`src/rtl/cordic_vectoring_engine.sv`:
```
// Iterative CORDIC vectoring engine: rotates (x,y) onto the +x axis one
// micro-rotation per clock, returning atan2(y,x) and the gain-scaled magnitude.
// Angles use the same fixed-point format as the rotation datapath
// (LSB = 2^-ANGLE_FRAC rad).
module cordic_vectoring_engine #(
  parameter int WIDTH      = 32,
  parameter int ITER       = 16,
  parameter int ANGLE_FRAC = 29
) (
  input  logic             clock,
  input  logic             reset,
  input  logic             start,
  input  logic [WIDTH-1:0] x_in,
  input  logic [WIDTH-1:0] y_in,
  output logic             busy,
  output logic             done,
  output logic [WIDTH-1:0] angle_out,
  output logic [WIDTH-1:0] magnitude_out
);

  // Two guard bits absorb the CORDIC gain (~1.65 * sqrt(2)) on x and y.
  localparam int XW = WIDTH + 2;
  // The ROM is tabulated at 2^-29 rad/LSB and rescaled to ANGLE_FRAC.
  localparam int UP = (ANGLE_FRAC >= 29) ? ANGLE_FRAC - 29 : 0;
  localparam int DN = (ANGLE_FRAC <  29) ? 29 - ANGLE_FRAC : 0;
  localparam logic [4:0] LAST = 5'(ITER - 1);

  typedef enum logic [1:0] {IDLE, RUN, FINISH} state_t;

  function automatic logic signed [WIDTH-1:0] scale_ang(input longint v);
    longint r;
    r = (v <<< UP) >>> DN;
    return r[WIDTH-1:0];
  endfunction

  // round(atan(2^-i) * 2^29)
  function automatic longint atan_rom(input logic [4:0] idx);
    case (idx)
      5'd0:  return 64'd421657428;
      5'd1:  return 64'd248918915;
      5'd2:  return 64'd131521918;
      5'd3:  return 64'd66762579;
      5'd4:  return 64'd33510843;
      5'd5:  return 64'd16771758;
      5'd6:  return 64'd8387925;
      5'd7:  return 64'd4194219;
      5'd8:  return 64'd2097141;
      5'd9:  return 64'd1048575;
      5'd10: return 64'd524288;
      5'd11: return 64'd262144;
      5'd12: return 64'd131072;
      5'd13: return 64'd65536;
      5'd14: return 64'd32768;
      5'd15: return 64'd16384;
      5'd16: return 64'd8192;
      5'd17: return 64'd4096;
      5'd18: return 64'd2048;
      5'd19: return 64'd1024;
      5'd20: return 64'd512;
      5'd21: return 64'd256;
      5'd22: return 64'd128;
      5'd23: return 64'd64;
      default: return 64'd0;
    endcase
  endfunction

  localparam logic signed [WIDTH-1:0] PI_Q  = scale_ang(64'd1686629713);
  localparam logic signed [WIDTH-1:0] HPI_Q = scale_ang(64'd843314857);

  state_t                  state;
  logic [4:0]              i;
  logic signed [XW-1:0]    xr, yr;
  logic signed [WIDTH-1:0] zr;
  logic                    zero_f;

  logic signed [XW-1:0]    xs_in, ys_in, xsh, ysh;
  logic signed [WIDTH-1:0] atan_i, z_sat;

  assign xs_in  = {{2{x_in[WIDTH-1]}}, x_in};
  assign ys_in  = {{2{y_in[WIDTH-1]}}, y_in};
  assign xsh    = xr >>> i;
  assign ysh    = yr >>> i;
  assign atan_i = scale_ang(atan_rom(i));

  // Clamp the residual so the result never leaves [-pi,+pi]
  always_comb begin
    z_sat = zr;
    if (zr > PI_Q)       z_sat = PI_Q;
    else if (zr < -PI_Q) z_sat = -PI_Q;
  end

  // Control FSM and iterative datapath; results registered on FINISH
  always_ff @(posedge clock) begin
    if (reset) begin
      state         <= IDLE;
      busy          <= 1'b0;
      done          <= 1'b0;
      angle_out     <= '0;
      magnitude_out <= '0;
      i             <= '0;
      xr            <= '0;
      yr            <= '0;
      zr            <= '0;
      zero_f        <= 1'b0;
    end else begin
      done <= 1'b0;
      case (state)
        IDLE: begin
          if (start) begin
            busy   <= 1'b1;
            i      <= '0;
            zero_f <= (x_in == '0) && (y_in == '0);
            state  <= RUN;
            // Fold left half-plane into the right so the iterations converge
            if (x_in[WIDTH-1] && !y_in[WIDTH-1]) begin
              xr <= ys_in;  yr <= -xs_in; zr <= HPI_Q;
            end else if (x_in[WIDTH-1]) begin
              xr <= -ys_in; yr <= xs_in;  zr <= -HPI_Q;
            end else begin
              xr <= xs_in;  yr <= ys_in;  zr <= '0;
            end
          end
        end
        RUN: begin
          if (!yr[XW-1]) begin
            xr <= xr + ysh; yr <= yr - xsh; zr <= zr + atan_i;
          end else begin
            xr <= xr - ysh; yr <= yr + xsh; zr <= zr - atan_i;
          end
          i <= i + 5'd1;
          if (i == LAST) state <= FINISH;
        end
        FINISH: begin
          angle_out     <= zero_f ? '0 : z_sat;
          magnitude_out <= zero_f ? '0 : xr[WIDTH-1:0];
          done          <= 1'b1;
          busy          <= 1'b0;
          state         <= IDLE;
        end
        default: state <= IDLE;
      endcase
    end
  end

endmodule

```
`config.mk`:
```
export PLATFORM = sky130hd
export DESIGN_NAME = cordic_vectoring_engine
export DESIGN_NICKNAME = d
export VERILOG_FILES = /design/src/rtl/cordic_vectoring_engine.sv
export SDC_FILE = /design/constraint.sdc
export NUM_CORES = 1
export LEC_CHECK = 0
export ABC_AREA = 1
export CAP_MARGIN = 0
export CORE_MARGIN = 5
export CORE_UTILIZATION = 45
export CTS_CLUSTER_SIZE = 40
export DETAILED_ROUTE_END_ITERATION = 7
export PLACE_DENSITY = 0.64
export SETUP_SLACK_MARGIN = 0.3
export SLEW_MARGIN = 20
export SYNTH_ARGS = -nofsm -noshare
export SYNTH_HDL_FRONTEND = slang
export SYNTH_SLANG_ARGS = --single-unit
```
`constraint.sdc`:
```
create_clock -name clock -period 8.95 [get_ports clock]
set_input_delay 1.79 -clock clock [delete_from_list [all_inputs] [get_ports clock]]
set_output_delay 1.79 -clock clock [all_outputs]
set_load 0.02 [all_outputs]
```
==> impl_metrics.env <==
export IMPL_cts_resized=0
export IMPL_dp_hpwl_microns=66600
export IMPL_grt_max_degree=93
export IMPL_startpoint="i[0]"
export IMPL_fin_cells=4373
export IMPL_cts_buffer_depth=3
export IMPL_synth_distinct_cells=67
export IMPL_setup_viol=0
export IMPL_r2r_start="i[0]"
export IMPL_htreeDepth=1
export IMPL_slew_violations=0
export IMPL_status="completed"
export IMPL_layout_min_cycle_time_ps=5570
export IMPL_async_flop_share=0
export IMPL_nets=3917
export IMPL_final_cell_mix="nand2_1, nand3_1, inv_1"
export IMPL_cp_max_fo=79
export IMPL_viasPerCell=5.87
export IMPL_cts_hold_buf=0
export IMPL_placed_area_sq_um=23500
export IMPL_core_sq_um=48600
export IMPL_post_route_period_util=0.623
export IMPL_numCtsBuffers=24
export IMPL_pre_cts_slack_ps=3080
export IMPL_grt_pass1_wl_microns=132000
export IMPL_synth_edff_count=0
export IMPL_cts_num_sinks=203
export IMPL_multi_input_area_sq_um=15800
export IMPL_worst_setup_path_type="flip-flop to flip-flop"
export IMPL_drive_gt1_frac=0.0424
export IMPL_cpMaxStageDelayCell="buf_4"
export IMPL_rsz0062_at_grt="no"
export IMPL_hold_path_class="flip-flop to flip-flop"
export IMPL_ff2ff_setup_slack_ps=3380
export IMPL_path_common_cell="nand2_1"
export IMPL_post_cts_buffers=0
export IMPL_grt_pass1_vias=23100
export IMPL_critPathLaunchType="flip-flop"
export IMPL_ioPinCount=133
export IMPL_reg2reg_to="yr[28]"
export IMPL_synth_area_sq_um=22000
export IMPL_fmax_ghz=0.179
export IMPL_gp_congestion=1.01
export IMPL_dieArea_sq_um=53400
export IMPL_gr_total_overflow=0
export IMPL_hold_slack_ps=463
export IMPL_critical_path_arrival_ps=6050
export IMPL_area_growth_pct=10.4
export IMPL_utilization=0.499
export IMPL_vias=25700
export IMPL_power_density_nw_per_um2=203
export IMPL_tightest_slew_ps=1120
export IMPL_yosysWarnings=0
export IMPL_ir_drop_uv=134
export IMPL_path_clk_slew_ps=60
export IMPL_final_cell_area_sq_um=24300
export IMPL_drt_iter0_drc=2571
export IMPL_dieHeight_microns=231
export IMPL_drv_cap=0
export IMPL_synth_top_cell_by_area="dfxtp_1"
export IMPL_regArea_sq_um=4070
export IMPL_syn_nets=3917
export IMPL_cts_root_buf="clkbuf_16"
export IMPL_required_ps=9420
export IMPL_tns_ps=0
export IMPL_ff2ff_path_depth=28
export IMPL_antenna_left=0
export IMPL_antenna_found_initial=0
export IMPL_syn_inst=3734
export IMPL_drc_errors=0
export IMPL_dp_cells=4330
export IMPL_dr_pass1_iters=6
export IMPL_ys_ff_latch=203
export IMPL_routedWlPerCell_microns=19.6
export IMPL_finClkSkew_ps=16.5
export IMPL_grtUsageTotal=0.304
export IMPL_wirelength_microns=85600
export IMPL_p_leak_nw=11.0
export IMPL_final_common_cell="nand2_1"
export IMPL_clk_latency_ps=550
export IMPL_hold_violations=0
export IMPL_antenna_cells=0
export IMPL_yosys_top_cells_area="dfxtp_1, nand2_1, nand3_1, a21oi_1, ha_1"
export IMPL_finalWorstSetupSlack_ps=3380
export IMPL_end_kind="flip-flop"
export IMPL_die_w_microns=231
export IMPL_yosysSeqAreaShare=0.185
export IMPL_finalPower_mw=4.92
export IMPL_rows=81
export IMPL_setup_worst_path_end="yr[28]"
export IMPL_nFillCells=5242
export IMPL_initial_core_util=0.452
export IMPL_crit_path_max_incr_delay_ps=580
export IMPL_synth_avg_cell_area_sq_um=5.89
export IMPL_cts_tree="done"
export IMPL_netlist_area_leader_share=0.185
export IMPL_ys_flop_type="dfxtp_1"
export IMPL_relSlewSlack=0.255
export IMPL_portBuffers=132
-- registers in the layout, indices dropped and copies added (netlist names), 2 cells and up --
name and count:
magnitude_out 32, xr 34, angle_out 32, yr 34, zr 32, i 5
atan_i 29, state 2
-- kinds of logic after synthesis --
family | after synthesis | share of synthesized area
simple gates | 1856 | 0.366
compound gates | 883 | 0.232
buf+inv | 550 | 0.100
flops | 203 | 0.185
xor+xnor | 126 | 0.0502
fa+ha+maj | 116 | 0.0670
-- layer usage --
layer  share of wire  routed length, microns  GRT usage
met1            0.40                   34400      0.382
met2            0.47                   40300      0.519
met3           0.064                    5450     0.0306
met4           0.064                    5480      0.156
met5               0                       0          0
-- cell usage after synthesis (36+ instances only) --
cell type / number
xor2_1: 88
a21oi_1: 323
nor3_1: 41
o211ai_1: 41
xnor2_1: 38
nand3_1: 430
inv_1: 346
a31oi_1: 45
o21ai_0: 281
clkbuf_1: 110
nand4_1: 36
dfxtp_1: 203
ha_1: 113
nor2_1: 262
buf_2: 40
nand2_1: 979
-- power breakdown --
| part | internal (mW) | total (mW) | leakage [nW] | switching, mW |
|---|---|---|---|---|
| registers | 0.985 | 1.13 | 1.67 | 0.145 |
| logic | 0.925 | 2.80 | 8.91 | 1.87 |
| clock network | 0.564 | 0.993 | 0.379 | 0.429 |
-- cell type report --
class                           instances  area share
Timing Repair Buffer                  160      0.0630
Clock buffer                           29      0.0259
Clock inverter                         14     0.00608
Inverter                              364      0.0565
Multi-Input combinational cell       2981       0.649
Tap cell                              622      0.0320
Sequential cell                       203       0.168
-- worst max-delay path: cells and delay by family, from the launching register on --
kind / cells / cell delay, ps
xor gates and xnor gates: 2 / 380
and+or+nand+nor: 16 / 1900
DFF: 1 / 310
AOI/OAI and AO/OA: 5 / 1400
buffers and inverters: 4 / 1090
adders and majority gates: 1 / 370
-- worst min-delay path by stage --
| stage | from | to | slack, ps | cells after the start |
|---|---|---|---|---|
| final | magnitude_out[11] | magnitude_out[11] | 460 | 2 |
| after global routing | magnitude_out[3] | magnitude_out[3] | 480 | 2 |
| after CTS | magnitude_out[3] | magnitude_out[3] | 460 | 2 |
| after detailed placement | magnitude_out[3] | magnitude_out[3] | 460 | 2 |
| after global placement | magnitude_out[19] | magnitude_out[19] | 450 | 2 |
| after floorplan | xr[0] | magnitude_out[0] | 450 | 2 |
(Power assumes the default switching activity.)
